File: config.mk
export PLATFORM = sky130hd
export DESIGN_NAME = button_hold_repeat
export DESIGN_NICKNAME = d
export VERILOG_FILES = /design/src/rtl/button_hold_repeat.sv
export SDC_FILE = /design/constraint.sdc
export NUM_CORES = 1
export LEC_CHECK = 0
export ABC_AREA = 1
export CORE_MARGIN = 5
export CORE_UTILIZATION = 55
export DETAILED_ROUTE_END_ITERATION = 6
export PLACE_DENSITY = 0.73
export SLEW_MARGIN = 40
export SYNTH_ARGS = -nofsm -noshare
export SYNTH_HDL_FRONTEND = slang
export SYNTH_SLANG_ARGS = --single-unit
File: constraint.sdc
create_clock -name i_Clock -period 2.2 [get_ports i_Clock]
set_clock_uncertainty 0.15 [all_clocks]
set_input_delay 0.33 -clock i_Clock [delete_from_list [all_inputs] [get_ports i_Clock]]
set_output_delay 0.33 -clock i_Clock [all_outputs]
set_load 0.1 [all_outputs]
File: src/rtl/button_hold_repeat.sv
// Debounced push-button front end: synchronizer, debounce counter, and a
// short/long/auto-repeat press classifier producing single-cycle event pulses.
module button_hold_repeat #(
    parameter bit ACTIVE_LOW       = 1'b1,
    parameter int DEBOUNCE_TICKS   = 655,
    parameter int LONG_PRESS_TICKS = 16384,
    parameter int REPEAT_TICKS     = 4096
) (
    input  logic i_Clock,
    input  logic i_Reset,
    input  logic i_Button,
    output logic o_Held,
    output logic o_Pressed_Short,
    output logic o_Pressed_Long,
    output logic o_Repeat,
    output logic o_Released
);
    localparam int DB_W     = $clog2(DEBOUNCE_TICKS + 1);
    localparam int HOLD_MAX = (LONG_PRESS_TICKS > REPEAT_TICKS) ? LONG_PRESS_TICKS : REPEAT_TICKS;
    localparam int HC_W     = $clog2(HOLD_MAX + 1);

    // The released pin level coincides with ACTIVE_LOW (1 for active-low pins).
    localparam logic            RELEASED  = ACTIVE_LOW;
    localparam logic [DB_W-1:0] DB_LAST   = DB_W'(DEBOUNCE_TICKS - 1);
    localparam logic [HC_W-1:0] LONG_LAST = HC_W'(LONG_PRESS_TICKS - 1);
    localparam logic [HC_W-1:0] REP_LAST  = HC_W'(REPEAT_TICKS - 1);
    localparam logic [HC_W-1:0] HC_MAX    = '1;

    typedef enum logic [1:0] {IDLE, SHORT, LONG} state_t;

    logic            sync_meta, sync_out;
    logic            pressed;
    logic [DB_W-1:0] db_cnt;
    logic            held;
    logic            toggle, rise, fall;

    state_t          state, state_next;
    logic [HC_W-1:0] hold_cnt, hold_cnt_next;
    logic            short_next, long_next, rep_next, rel_next;

    always_ff @(posedge i_Clock or posedge i_Reset) begin
        if (i_Reset) begin
            sync_meta <= RELEASED;
            sync_out  <= RELEASED;
        end else begin
            sync_meta <= i_Button;
            sync_out  <= sync_meta;
        end
    end

    assign pressed = ACTIVE_LOW ? ~sync_out : sync_out;

    // Toggle on the edge where the mismatch run would reach DEBOUNCE_TICKS.
    assign toggle = (pressed != held) && (db_cnt == DB_LAST);
    assign rise   = toggle & ~held;
    assign fall   = toggle & held;

    always_ff @(posedge i_Clock or posedge i_Reset) begin
        if (i_Reset) begin
            db_cnt <= '0;
            held   <= 1'b0;
        end else if (pressed == held) begin
            db_cnt <= '0;
        end else if (toggle) begin
            db_cnt <= '0;
            held   <= ~held;
        end else begin
            db_cnt <= db_cnt + DB_W'(1);
        end
    end

    always_comb begin
        state_next    = state;
        hold_cnt_next = hold_cnt;
        short_next    = 1'b0;
        long_next     = 1'b0;
        rep_next      = 1'b0;
        rel_next      = 1'b0;
        case (state)
            IDLE: begin
                if (rise) begin
                    state_next    = SHORT;
                    hold_cnt_next = '0;
                end
            end
            SHORT: begin
                // Release outranks the long threshold landing on the same edge.
                if (fall) begin
                    state_next    = IDLE;
                    hold_cnt_next = '0;
                    short_next    = 1'b1;
                    rel_next      = 1'b1;
                end else if (hold_cnt == LONG_LAST) begin
                    state_next    = LONG;
                    hold_cnt_next = '0;
                    long_next     = 1'b1;
                    rep_next      = 1'b1;
                end else if (hold_cnt != HC_MAX) begin
                    hold_cnt_next = hold_cnt + HC_W'(1);
                end
            end
            LONG: begin
                if (fall) begin
                    state_next    = IDLE;
                    hold_cnt_next = '0;
                    rel_next      = 1'b1;
                end else if (hold_cnt == REP_LAST) begin
                    hold_cnt_next = '0;
                    rep_next      = 1'b1;
                end else if (hold_cnt != HC_MAX) begin
                    hold_cnt_next = hold_cnt + HC_W'(1);
                end
            end
            default: begin
                state_next    = IDLE;
                hold_cnt_next = '0;
            end
        endcase
    end

    always_ff @(posedge i_Clock or posedge i_Reset) begin
        if (i_Reset) begin
            state           <= IDLE;
            hold_cnt        <= '0;
            o_Pressed_Short <= 1'b0;
            o_Pressed_Long  <= 1'b0;
            o_Repeat        <= 1'b0;
            o_Released      <= 1'b0;
        end else begin
            state           <= state_next;
            hold_cnt        <= hold_cnt_next;
            o_Pressed_Short <= short_next;
            o_Pressed_Long  <= long_next;
            o_Repeat        <= rep_next;
            o_Released      <= rel_next;
        end
    end

    assign o_Held = held;
endmodule

==> flow_summary.toml, run 1 <==
[outcome]
status = "finished clean"

[detailed_routing]
drt_first_pass_iters = 4
drc = 0
wl_um = 3690
via_per_inst = 4.98
vias = 1655
antenna_left = 0
drt_iter0_drc = 64
wl_per_cell_um = 11.1

[clocking]
cts.reportedPaths.clkPinSlew_ns = 0.06
ctsResizeCount = 0
clock_tree.root_cell = "clkbuf_8"
max-clock-path-buffers = 2
cts_made_buffers = 5
holdBufCountCts = 0
insertion_delay_ns = 0.28
h-tree-depth = 2
postCtsSetupBuffers = 0
cts.sinks = 34
tritoncts = "built"

[layout]
n_antenna_cell = 0
area_growth_pct = 10.8
postLayoutCellArea_mm2 = 0.00226
drive_above_1_share_pct = 16.2
fill_cells = 329
utilization_pct = 62.1
fin_nets = 292
layoutNonFillerInstCount = 332

[global_route]
grt_max_degree = 35
gr-total-overflow = 0
grt_pass1_vias = 1551
antenna_found_initial = 0
track_usage_pct = 16.2
grt_pass1_wl_um = 6590

[flow_run]
cap_violations = 0

[sta]
finalSetupViolCount = 0
period_share_pct = 89.4
tns_ns = 0
hold_violations = 0
slew_headroom_pct = 72.3
maxSlewViolCount = 0
tightestPinTransition_ns = 0.413
fmax_ghz = 0.508
rsz0062_at_grt = "no"
period_minus_slack_ns = 1.97

[die]
fp.dieW_um = 70.8
dieArea_mm2 = 0.00502
io_pins = 8
initial_core_util_pct = 56.0
core_area_mm2 = 0.00363
die_h_um = 70.8
num_rows = 22

[critical_path]
path_max_fanout = 7
cp.arrival_ns = 1.98
crit_chain = "inv_1, ha_1, nand3_1, nor2_4, nand3_1, nand3_1, nand2_2, nand2_2, nand2_2, inv_2, nor2_1"
criticalPathCategory = "reg2reg"
critPathLaunchType = "flip-flop"
worst-path-buf-inv = 2
cp_slowest_stage_delay_ns = 0.41
crit_path_end_kind = "flip-flop"
crit_required_ns = 2.22
cpMaxStageDelayCell = "dfrtp_1"
critPathTopFamily = "simple AND/OR/NAND/NOR gates"

[place]
dpl-instance-area_mm2 = 0.00217
gp_congestion = 0.868
dp_cells = 324
io_buffers = 7
hpwl_um = 2830

[synthesis]
yosysTopAreaCell = "dfrtp_1"
synthCells = 267
synth_cell_types = 30
avgSynthCellArea_um2 = 7.62
ys_seq_elements = 34
yosysSeqAreaShare_pct = 41.9
synth_area_leaders = "dfrtp_1, nand2_1, nor2_1"
synth_top_cell_area_share_pct = 39.3
syn-cell-area_mm2 = 0.00204
syn_nets = 276
yosysWarnings = 0

[min_path]
hp-class = "reg2reg"

[pwr]
peakVddDrop_mv = 0.297
p_leak_nw = 1.06
power_density_mw_per_mm2 = 501
==> stage by stage <==
stage / setup slack (ns) / hold WS, ns / total power [mW]
after global placement: 0.289 / 0.207 / 0.683
after global routing: 0.0686 / 0.216 / 1.18
after floorplan: 0.258 / 0.184 / 0.671
after detailed placement: 0.254 / 0.206 / 0.683
after CTS: 0.237 / 0.215 / 1.15
final: 0.233 / 0.212 / 1.13
==> placed cells by master (no fill, tap or decap), drive strengths merged, types with 2 or more instances in the layout <==
cell,count
nand2,77
nor2,42
inv,38
dfrtp,32
nand3,26
a21oi,11
nor3,9
buf,9
clkbuf,8
nand4,7
ha,6
o21ai,6
xor2,3
nor3b,2
clkdlybuf4s50,2
dfstp,2
==> synth_stat cells (all sizes together) <==
cell type	number
nand4	7
ha	6
dfrtp	32
buf	2
nand3	26
a21oi	11
o21bai	1
xnor2	1
dfstp	2
nand3b	1
nand2	77
nor3b	2
nor2	42
xor2	3
o21ai	6
nor3	9
inv	38
o21a	1
==> power breakdown <==
| group | internal [mW] | leakage [nW] | switching, mW |
|---|---|---|---|
| logic | 0.0106 | 0.555 | 0.0209 |
| registers | 0.633 | 0.464 | 0.00550 |
| clock network | 0.255 | 0.0455 | 0.205 |
==> metal layers <==
metal	GRT usage, %	vias to the layer above	routed length (um)
li1	-	872	-
met1	21.6	747	1830
met2	25.5	28	1700
met3	4.26	8	117
met4	5.64	0	53
met5	0	-	0
==> final timing paths <==
kind | from | endpoint | slack [ns] | depth (start not counted)
max | db_cnt[0]$_DFF_PP0_ | hold_cnt[2]$_DFFE_PP0P_ | 0.23 | 11
min | sync_meta$_DFF_PP1_ | sync_out$_DFF_PP1_ | 0.21 | 0
max reg2reg | db_cnt[0]$_DFF_PP0_ | hold_cnt[2]$_DFFE_PP0P_ | 0.23 | 11
min reg2reg | sync_meta$_DFF_PP1_ | sync_out$_DFF_PP1_ | 0.21 | 0
max in group asynchronous | i_Reset | sync_meta$_DFF_PP1_ | 1.28 | 3
min in group asynchronous | i_Reset | db_cnt[4]$_DFF_PP0_ | 0.28 | 3
==> cells by family (layout without fill, tap and decap cells) <==
family                   after synthesis  after routing  synth area share [%]
AND/OR/NAND/NOR                      164            164                  39.5
buffers and inverters                 40             57                  8.05
flip-flops                            34             34                  41.9
AO/OA/AOI/OAI                         19             19                  5.10
adder cells (fa/ha/maj)                6              6                  3.69
XOR/XNOR                               4              4                  1.72
==> layout make-up <==
cell class	instances	area [um2]	share of cell area, %
inverters	38	145	6.43
repair buffers	11	87.6	3.88
flip-flops and latches	34	855	37.9
clock buffers	8	90.1	3.99
well taps	48	60.1	2.66
multi-input cells	193	1020	45.1
==> state kept, by name, indices dropped and copies added (netlist names) <==
signal / count
db_cnt: 10
hold_cnt: 15
o_Held: 1
o_Pressed_Long: 1
o_Pressed_Short: 1
o_Released: 1
o_Repeat: 1
state: 2
sync_meta: 1
sync_out: 1
No activity file was read; power rests on OpenSTA's default activity.
==> inputs of run 2 (changes only) <==
--- a/config.mk
+++ b/config.mk
@@ -6,11 +6,12 @@
 export NUM_CORES = 1
 export LEC_CHECK = 0
 export ABC_AREA = 1
+export CAP_MARGIN = 30
 export CORE_MARGIN = 5
 export CORE_UTILIZATION = 55
 export DETAILED_ROUTE_END_ITERATION = 6
 export PLACE_DENSITY = 0.73
-export SLEW_MARGIN = 40
+export SLEW_MARGIN = 30
 export SYNTH_ARGS = -nofsm -noshare
 export SYNTH_HDL_FRONTEND = slang
 export SYNTH_SLANG_ARGS = --single-unit
==> results of run 2 <==
Same layout as run 1: the final DEF is identical, and so are final timing and power.
==> inputs of run 3 (changes only) <==
--- a/config.mk
+++ b/config.mk
@@ -15,3 +15,4 @@
 export SYNTH_ARGS = -nofsm -noshare
 export SYNTH_HDL_FRONTEND = slang
 export SYNTH_SLANG_ARGS = --single-unit
+export TNS_END_PERCENT = 1
==> results of run 3 <==
Same layout as run 1: the final DEF is identical, and so are final timing and power.
